==> config.mk <==
export PLATFORM = sky130hd
export DESIGN_NAME = ldl_rr_arbiter
export DESIGN_NICKNAME = d
export VERILOG_FILES = /design/src/rtl/ldl_rr_pkg.sv /design/src/rtl/ldl_rr_pick.sv /design/src/rtl/ldl_rr_arbiter.sv
export SDC_FILE = /design/constraint.sdc
export NUM_CORES = 1
export LEC_CHECK = 0
export BUFFER_PORTS_ARGS = -buffer_cell sky130_fd_sc_hd__buf_2
export CAP_MARGIN = 5
export CORE_ASPECT_RATIO = 1.1
export CORE_MARGIN = 4
export CORE_UTILIZATION = 29
export CTS_BUF_LIST = sky130_fd_sc_hd__clkbuf_2 sky130_fd_sc_hd__clkbuf_4 sky130_fd_sc_hd__clkbuf_8
export DETAILED_ROUTE_END_ITERATION = 10
export GPL_TIMING_DRIVEN = 0
export PLACE_DENSITY = 0.55
export SETUP_SLACK_MARGIN = 0.1
export SYNTH_ARGS = -nofsm -noshare
export SYNTH_HDL_FRONTEND = slang
export SYNTH_SLANG_ARGS = --single-unit
==> constraint.sdc <==
create_clock -name clk -period 3.5 [get_ports clk]
set_input_delay 0.175 -clock clk [delete_from_list [all_inputs] [get_ports clk]]
set_output_delay 0.175 -clock clk [all_outputs]
set_load 0.03 [all_outputs]
==> src/rtl/ldl_rr_pkg.sv <==
// Shared constants and helpers for the ldl round-robin arbiter.
package ldl_rr_pkg;

    localparam int unsigned BIN_WIDTH_DEF = 3;

    // Requester count is always a power of two derived from the index width.
    function automatic int unsigned req_width(input int unsigned bw);
        return 32'(1) << bw;
    endfunction

endpackage

==> src/rtl/ldl_rr_pick.sv <==
// Combinational round-robin pick: first set request after the last-grant pointer, wrapping.
module ldl_rr_pick
    import ldl_rr_pkg::*;
#(
    parameter int unsigned BIN_WIDTH = BIN_WIDTH_DEF,
    localparam int unsigned REQ_WIDTH = req_width(BIN_WIDTH)
) (
    input  logic [REQ_WIDTH-1:0] req,
    input  logic [BIN_WIDTH-1:0] last,
    output logic                 any,
    output logic [REQ_WIDTH-1:0] gnt,
    output logic [BIN_WIDTH-1:0] idx
);

    logic [BIN_WIDTH:0]   sh;
    logic [REQ_WIDTH-1:0] rot;
    logic [BIN_WIDTH-1:0] off;

    // Rotate so that index last+1 lands at bit 0.
    assign sh  = {1'b0, last} + (BIN_WIDTH+1)'(1);
    assign rot = REQ_WIDTH'({req, req} >> sh);

    // Descending scan leaves the lowest set rotated bit in off.
    always_comb begin
        off = '0;
        for (int i = REQ_WIDTH - 1; i >= 0; i--) begin
            if (rot[i]) off = BIN_WIDTH'(i);
        end
    end

    // Rotate back; modulo wrap falls out of the power-of-two index width.
    assign any = |req;
    assign idx = last + BIN_WIDTH'(1) + off;
    assign gnt = any ? (REQ_WIDTH'(1) << idx) : '0;

endmodule

==> src/rtl/ldl_rr_arbiter.sv <==
// Round-robin arbiter with registered valid/ready grant stage (one-hot and binary grant).
module ldl_rr_arbiter
    import ldl_rr_pkg::*;
#(
    parameter int unsigned BIN_WIDTH = BIN_WIDTH_DEF,
    localparam int unsigned REQ_WIDTH = req_width(BIN_WIDTH)
) (
    input  logic                 clk,
    input  logic                 rst,
    input  logic [REQ_WIDTH-1:0] req,
    input  logic                 ready,
    output logic                 valid,
    output logic [REQ_WIDTH-1:0] ack,
    output logic [BIN_WIDTH-1:0] bin
);

    logic [BIN_WIDTH-1:0] last;
    logic                 load;
    logic                 pick_any;
    logic [REQ_WIDTH-1:0] pick_gnt;
    logic [BIN_WIDTH-1:0] pick_idx;

    ldl_rr_pick #(
        .BIN_WIDTH (BIN_WIDTH)
    ) u_pick (
        .req  (req),
        .last (last),
        .any  (pick_any),
        .gnt  (pick_gnt),
        .idx  (pick_idx)
    );

    // Slot is empty or being accepted this edge.
    assign load = !valid || ready;

    // Output stage and pointer; a held grant stays put until accepted.
    always_ff @(posedge clk or negedge rst) begin
        if (!rst) begin
            valid <= 1'b0;
            ack   <= '0;
            bin   <= '0;
            last  <= BIN_WIDTH'(REQ_WIDTH - 1);
        end else if (load) begin
            if (pick_any) begin
                valid <= 1'b1;
                ack   <= pick_gnt;
                bin   <= pick_idx;
                last  <= pick_idx;
            end else begin
                valid <= 1'b0;
                ack   <= '0;
                bin   <= '0;
            end
        end
    end

endmodule

==> impl_results.md, run 1 <==
* Type of origin of the critical path: flop
* Cell taking the most area after synthesis: dfrtp_1
* Area of the placeable core at 4080 um2
* Most common flop cell mapped by yosys: dfrtp_1
* Total vias in the final route at 1,315
* Global-route total usage across every layer at 0.119
* TritonCTS clock tree: done
* Global-route wire length before repair at 5.53 mm
* Maximum operating frequency at 307 MHz
* Worst IR drop on VDD at 0.355 mV
* Worst-Margin Slew at 0.477 ns
* Power per Cell Area at 1050 nW/um2
* Switching Fraction at 0.486
* Port Buffers at 22
* Detail Route Antenna Nets at 0
* Top post-synthesis cells by area: dfrtp_1 24%, nand2_1 6.8%, dfstp_2 6.2%
* Average routed wire per standard cell at 13.7 um
* Endpoints failing hold at 0
* Number of synthesized flops with an enable pin at 0
* Antenna violations before repair at 0
* Net total in the final layout at 208
* Crit path capture type: flop
* Sequential share of the synthesized area at 0.299
* Gr ovfl total at 0
* Total inserted antenna cells at 0
* Core occupancy in the finished layout at 0.405
* Synth-to-layout area growth at 30.1%
* Pre-Repair DR Iteration Count at 4
* DRT iter0 DRCs at 71
* NetSw at 844 uW
* Warning count from the yosys run at 0
* Proportion of synthesized flip-flops having asynchronous set or reset at 1.00
* Flops & latches, synth at 15
* Final Cycle Share at 0.930
* Cell internal pwr at 894 uW
* Critical path peak fanout at 5
* Die extent in y at 77.4 um
* Number of rows created at floorplan at 24
* Routed Wire Length at 3.36 mm
* Die width at 71.1 um
* Via count of the first global-routing pass at 1,247
* Cts bufs inserted at 3
* Sink Count at 15
* Post-synth top area share at 0.236
* Overall power at 1740 uW
* Share of post-route cells with drive strength above 1 at 0.330
* Avg Cell Area, Syn at 8.04 um2
* Data required time of the critical path at 3.63 ns
* RSZ-0062 raised after global routing: yes
* Filler Cells Inserted at 439
* Clock-pin slew on the worst setup and hold paths at 0.06 ns
* Slew Viols, Final at 0
* Clk pwr share at 0.077
* HPWL Detailed at 2.48 mm
* Top Ports at 23
* Worst setup path category: flop to flop
* Most common cell after layout, fill and taps aside: buf_2
* Starting density of the core at 0.311
* Data arrival time of the worst path at 3.39 ns
* Leakage power summed over all cells at 0.000702 uW
* Worst path setup slack after routing at 0.246 ns
* Combinational group share of total power at 0.751
* Headroom to the max-slew limit at 0.682
* DRC violation count after routing at 0
* Die Area at 5500 um2
* Type of the most critical hold path: primary input to async pin
* Root cell of the clock tree: clkbuf_8
* Outcome: complete, no violations
* Relative contribution of sequential cells to total power at 0.172
* Level count of the clock H-tree at 1
* Final Wtd Congestion at 0.814
* Maximum number of pins on one net before global-route repair at 16
* Most frequent cells in the layout: 23 x buf_2, 22 x nand2_1, 12 x dfrtp_1
* Min cycle time layout at 3.25 ns
* Number of unique standard cell types used by synthesis at 44
* Pre-CTS setup slack at -0.122 ns
* Count of maximum capacitance violations at 0
* Syn Nets at 171
* Clock latency at the later pin of the worst-skew pair at 0.24 ns
* Final setup violating endpoints at 0
* Cell count after synthesis at 158
* Setup clock skew after layout at 0.00529 ns
* CTS max path bufs at 2
* Post-DR vias/cell at 5.35
* Post-synthesis instance area at 1270 um2
[per-stage QoR]
step | cell area [um2] | TNS [ns] | hold WS, ns | cells
detailed placement | 1450 | -0.751 | 0.0964 | 232
CTS | 1550 | 0 | 0.370 | 239
floorplan | 1270 | 0 | -0.121 | 158
finish | 1650 | 0 | 0.355 | 246
global route | 1650 | 0 | 0.381 | 246
global placement | 1450 | -0.720 | 0.0941 | 232
[logic make-up after synthesis]
kind of cell / count (synthesis) / share of synthesized area
AOI/OAI and AO/OA: 47 / 0.275
buffers and inverters: 15 / 0.0463
xor gates and xnor gates: 2 / 0.0197
muxes: 7 / 0.0690
DFF: 15 / 0.299
adders and majority gates: 2 / 0.0256
and+or+nand+nor: 70 / 0.266
[cell type report]
cell class | instances | area (um2) | area share
buffer | 9 | 52.6 | 0.0318
tap | 52 | 65.1 | 0.0394
timing repair buffer | 33 | 193 | 0.117
inverter | 5 | 22.5 | 0.0136
multi-input combinational | 128 | 895 | 0.541
sequential | 15 | 379 | 0.229
clock inverter | 1 | 5.00 | 0.00303
clock buffer | 3 | 41.3 | 0.0250
[per-layer routing]
layer,global-route usage,vias to the layer above,wire (um)
li1,-,658,-
met1,0.154,620,1520
met2,0.207,37,1630
met3,0.0155,0,207
met4,0.0301,0,0
met5,0,-,0
[worst max-delay path, stage by stage, from the launching register on]
cell	delay [ns]
dfstp_2	0.56
buf_6	0.13
mux2_4	0.31
or3_1	0.36
o311ai_2	0.09
o211ai_1	0.14
o211ai_1	0.12
o21ai_1	0.10
a31oi_1	0.21
ha_2	0.21
fa_2	0.24
xor2_2	0.18
xnor2_2	0.08
buf_4	0.16
a32o_1	0.23
[Yosys cell counts (2+ instances only)]
cell and n:
dfstp_2 3, o22ai_1 5, nor2_1 12, nor3_1 8
o31ai_1 2, o211ai_1 3, o21ai_0 8, dfrtp_1 12
o221ai_1 2, or3_1 2, nor2b_1 6, nand2b_1 5
a21o_1 3, a31oi_1 2, inv_1 5, o311ai_0 3
mux2i_1 2, a21oi_1 6, clkbuf_1 8, mux2_2 4
a22o_1 3, buf_2 2, nor3b_1 2, nand2_1 23
or2_2 2, nand3_1 7
[power by group through the flow]
stage,sequential [uW],clock (uW),combinational [uW]
global placement,288,0,1070
CTS,299,139,1190
floorplan,357,0,765
finish,299,134,1300
detailed placement,289,0,1070
global route,311,149,1450
[worst paths after layout]
| kind | from | endpoint | slack, ns | depth (start not counted) |
|---|---|---|---|---|
| max | last[0] | ack[2] | 0.25 | 14 |
| min reg2reg | ack[4] | ack[4] | 0.47 | 2 |
| max reg2reg | last[0] | ack[2] | 0.25 | 14 |
| min | rst | bin[1] | 0.36 | 2 |
| max in group asynchronous | rst | last[2] | 2.85 | 2 |
| min in group clk | ack[4] | ack[4] | 0.47 | 2 |
[flip-flops by register name, indices dropped and copies added (netlist names)]
register,count
bin,3
last,3
ack,8
valid,1
[what timing repair did]
action	in CTS	in global routing
resized for setup	9	18
pin swaps	1	10
cloned	0	1
endpoints found under the setup margin	11	9
hold buffers	1	0
setup buffers	3	6
endpoints found under the hold margin	12	0
No activity file was read; power rests on OpenSTA's default activity.
==> inputs of run 2 (changes only) <==
PLACE_DENSITY = 0.54   (was 0.55)
SYNTH_HIERARCHICAL = 1   (was default)
==> run 2 against run 1 <==
Clock skew down 0.0037 ns. Fmax decreased by 3.4%. Critical path type unchanged. Final cell count rose by 6.1%. Synthesized area grew 16%. Synthesized cell count up 4.4%. Combinational power grew 43%. Critical endpoint is now ack[5]. Global-route usage is 1.0 points lower. Sequential share of layout area shrank 3.6 points.
==> impl_results.md, run 2 <==
* Slew Viols, Final at 0 (unchanged)
* Data required time of the critical path at 3.69 ns (+0.06 ns)
* Pre-CTS setup slack at -0.0154 ns (+0.106 ns)
* Worst reg-to-reg setup slack at 0.13 ns (-0.11 ns)
* Crit path capture type: flop
* Cell count after synthesis at 165 (+4.4%)
* Total inserted antenna cells at 0 (unchanged)
* Post-synthesis instance area at 1480 um2 (+16%)
* Syn Nets at 178 (+4.1%)
* Net total in the final layout at 217 (+4.3%)
* Type of the most critical hold path: primary input to async pin
* DRT iter0 DRCs at 38 (-46%)
* Setup clock skew after layout at 0.00158 ns (-0.00372 ns)
* Clock-pin slew on the worst setup and hold paths at 0.06 ns (about the same)
* Area of the placeable core at 4970 um2 (+22%)
* Final Cycle Share at 0.962 (+0.0325)
* Maximum number of pins on one net before global-route repair at 16 (unchanged)
* Power per Cell Area at 1170 nW/um2 (+11%)
* Most frequent cells in the layout: 30 x nand2_1, 24 x buf_2, 16 x nand3_1
* Type of origin of the critical path: flop
* Data arrival time of the worst path at 3.55 ns (+0.16 ns)
* Average routed wire per standard cell at 14.5 um (+6.0%)
* Root cell of the clock tree: clkbuf_8
* Number of synthesized flops with an enable pin at 0 (unchanged)
* Clock latency at the later pin of the worst-skew pair at 0.25 ns (about the same)
* Warning count from the yosys run at 6 (+6)
* Top Ports at 23 (unchanged)
* Gr ovfl total at 0 (unchanged)
* Critical path peak fanout at 5 (unchanged)
* Post-synth top area share at 0.203 (-0.0334)
* R2R cell count at 13 (-1)
* Die extent in y at 82.9 um (+7.1%)
* Worst reg2reg endpoint: ack[5]
* Maximum operating frequency at 297 MHz (-3.4%)
* Global-route wire length before repair at 5.89 mm (+6.4%)
* Worst setup path category: flop to flop
* Number of rows created at floorplan at 27 (+13%)
* Final setup violating endpoints at 0 (unchanged)
* Count of maximum capacitance violations at 0 (unchanged)
* Min cycle time layout at 3.37 ns (+0.114 ns)
* Via count of the first global-routing pass at 1,260 (+1.0%)
* Leakage power summed over all cells at 0.000909 uW (+30%)
* HPWL Detailed at 2.68 mm (+8.1%)
* Worst-Margin Slew at 0.436 ns (-0.0412 ns)
* Final Wtd Congestion at 0.854 (+4.9%)
* Overall power at 2290 uW (+32%)
* Number of cells in the design after placement at 245 (+5.6%)
* Die width at 76.1 um (+7.0%)
* Reg2reg start: last[0]
* Headroom to the max-slew limit at 0.709 (+0.0275)
* Total vias in the final route at 1,366 (+3.9%)
* Worst IR drop on VDD at 0.457 mV (+29%)
* Number of unique standard cell types used by synthesis at 54 (+23%)
* Share of post-route cells with drive strength above 1 at 0.419 (+0.0888)
* Largest register by flop count: ack
* Antenna violations before repair at 0 (unchanged)
* Die Area at 6310 um2 (+15%)
* Core occupancy in the finished layout at 0.395 (-0.00966)
* Routed Wire Length at 3.78 mm (+12%)
* Level count of the clock H-tree at 1 (unchanged)
* Outcome: complete, no violations
* Largest registers in the final layout: ack x8, bin x3, last x3
* Synth cell count leaders: 33 x nand2_1, 16 x nand3_1, 13 x mux2i_1, 12 x dfrtp_1, 7 x nor2_1
* Sink Count at 15 (unchanged)
* Flip-flop count of the largest register, all copies and words added at 8 (unchanged)
* RSZ-0062 raised after global routing: yes
* Global-route total usage across every layer at 0.108 (-0.0104)
* Most common flop cell mapped by yosys: dfrtp_1
* TritonCTS clock tree: done
* Cts bufs inserted at 3 (unchanged)
* Sequential share of the synthesized area at 0.256 (-0.0422)
* Most common cell after layout, fill and taps aside: nand2_1
* Cell taking the most area after synthesis: dfrtp_1
* CTS max path bufs at 2 (unchanged)
* Pre-Repair DR Iteration Count at 4 (unchanged)
* Top post-synthesis cells by area: dfrtp_1 20%, mux2i_1 8.8%, nand2_1 8.4%
* Starting density of the core at 0.298 (-0.0132)
* Cell with the most instances after synthesis: nand2_1
* Worst path setup slack after routing at 0.133 ns (-0.114 ns)
* Endpoints failing hold at 0 (unchanged)
* Detail Route Antenna Nets at 0 (unchanged)
* Avg Cell Area, Syn at 8.96 um2 (+12%)
* Proportion of synthesized flip-flops having asynchronous set or reset at 1.00 (unchanged)
* Post-DR vias/cell at 5.23 (-2.1%)
* Port Buffers at 22 (unchanged)
* Finished Layout Cells at 261 (+6.1%)
* Flops & latches, synth at 15 (unchanged)
* DRC violation count after routing at 0 (unchanged)
* Synth-to-layout area growth at 32.7%
run 2: repair_timing:
item,in CTS,in global routing
resized for setup,7,19
buffers inserted,4,6
pin swaps,1,3
hold buffers,1,0
setup endpoints to repair,10,10
gates cloned,0,1
endpoints found under the hold margin,12,0
run 2: final cells by class:
| cell class | count | area (um2) |
|---|---|---|
| well taps | 58 | 72.6 |
| clock buffers | 4 | 48.8 |
| plain buffers | 10 | 125 |
| multi-input cells | 135 | 1080 |
| repair buffers | 34 | 233 |
| inverters | 5 | 18.8 |
| flip-flops and latches | 15 | 379 |
| fillers | 497 | 3000 |
run 2: worst max-delay path, cell delays in order (launching register included):
cell and delay (ns):
dfstp_2 0.58, buf_8 0.13, buf_12 0.11, mux4_2 0.52
a211oi_2 0.19, o311ai_2 0.10, a221o_1 0.34, ha_2 0.19
fa_2 0.56, and3_4 0.19, nand2_1 0.06, mux2i_1 0.14
nand3_1 0.11, nand2_1 0.08
run 2: worst max-delay path by stage:
stage	startpoint	to	slack, ns	cells after the start
after floorplan	last[0]	last[2]	0.28	11
after global placement	last[0]	last[2]	-0.008	11
after detailed placement	last[0]	last[2]	-0.02	11
after CTS	last[0]	ack[0]	0.09	14
after global routing	last[0]	ack[5]	-0.03	16
final	last[0]	ack[5]	0.13	13
run 2: per-layer routing:
layer / wire length, um / part of all wire / vias to the layer above / GRT usage
met2: 1930 / 0.51 / 22 / 0.179
met4: 29 / 0.0077 / 0 / 0.0223
li1: - / - / 680 / -
met3: 117 / 0.031 / 4 / 0.0217
met1: 1700 / 0.45 / 660 / 0.146
met5: 0 / 0 / - / 0
run 2: per-stage QoR:
stage	hold WS, ns	area (um2)	TNS [ns]
finish	0.359	1960	0
global route	0.377	1960	-0.0967
CTS	0.354	1780	0
detailed placement	0.103	1660	-0.0240
global placement	0.0963	1660	-0.00849
floorplan	-0.121	1480	0
run 2: cells by family after synthesis:
| logic type | after synthesis | synth area share |
|---|---|---|
| compound gates | 29 | 0.167 |
| xor+xnor | 3 | 0.0178 |
| buf+inv | 15 | 0.0948 |
| flops | 15 | 0.256 |
| fa+ha+maj | 2 | 0.0220 |
| mux | 19 | 0.162 |
| simple gates | 82 | 0.281 |
run 2: where the power goes:
group / internal [uW] / total (uW) / switching (uW)
registers: 253 / 288 / 34.2
logic: 908 / 1860 / 948
clock network: 88.3 / 147 / 58.6
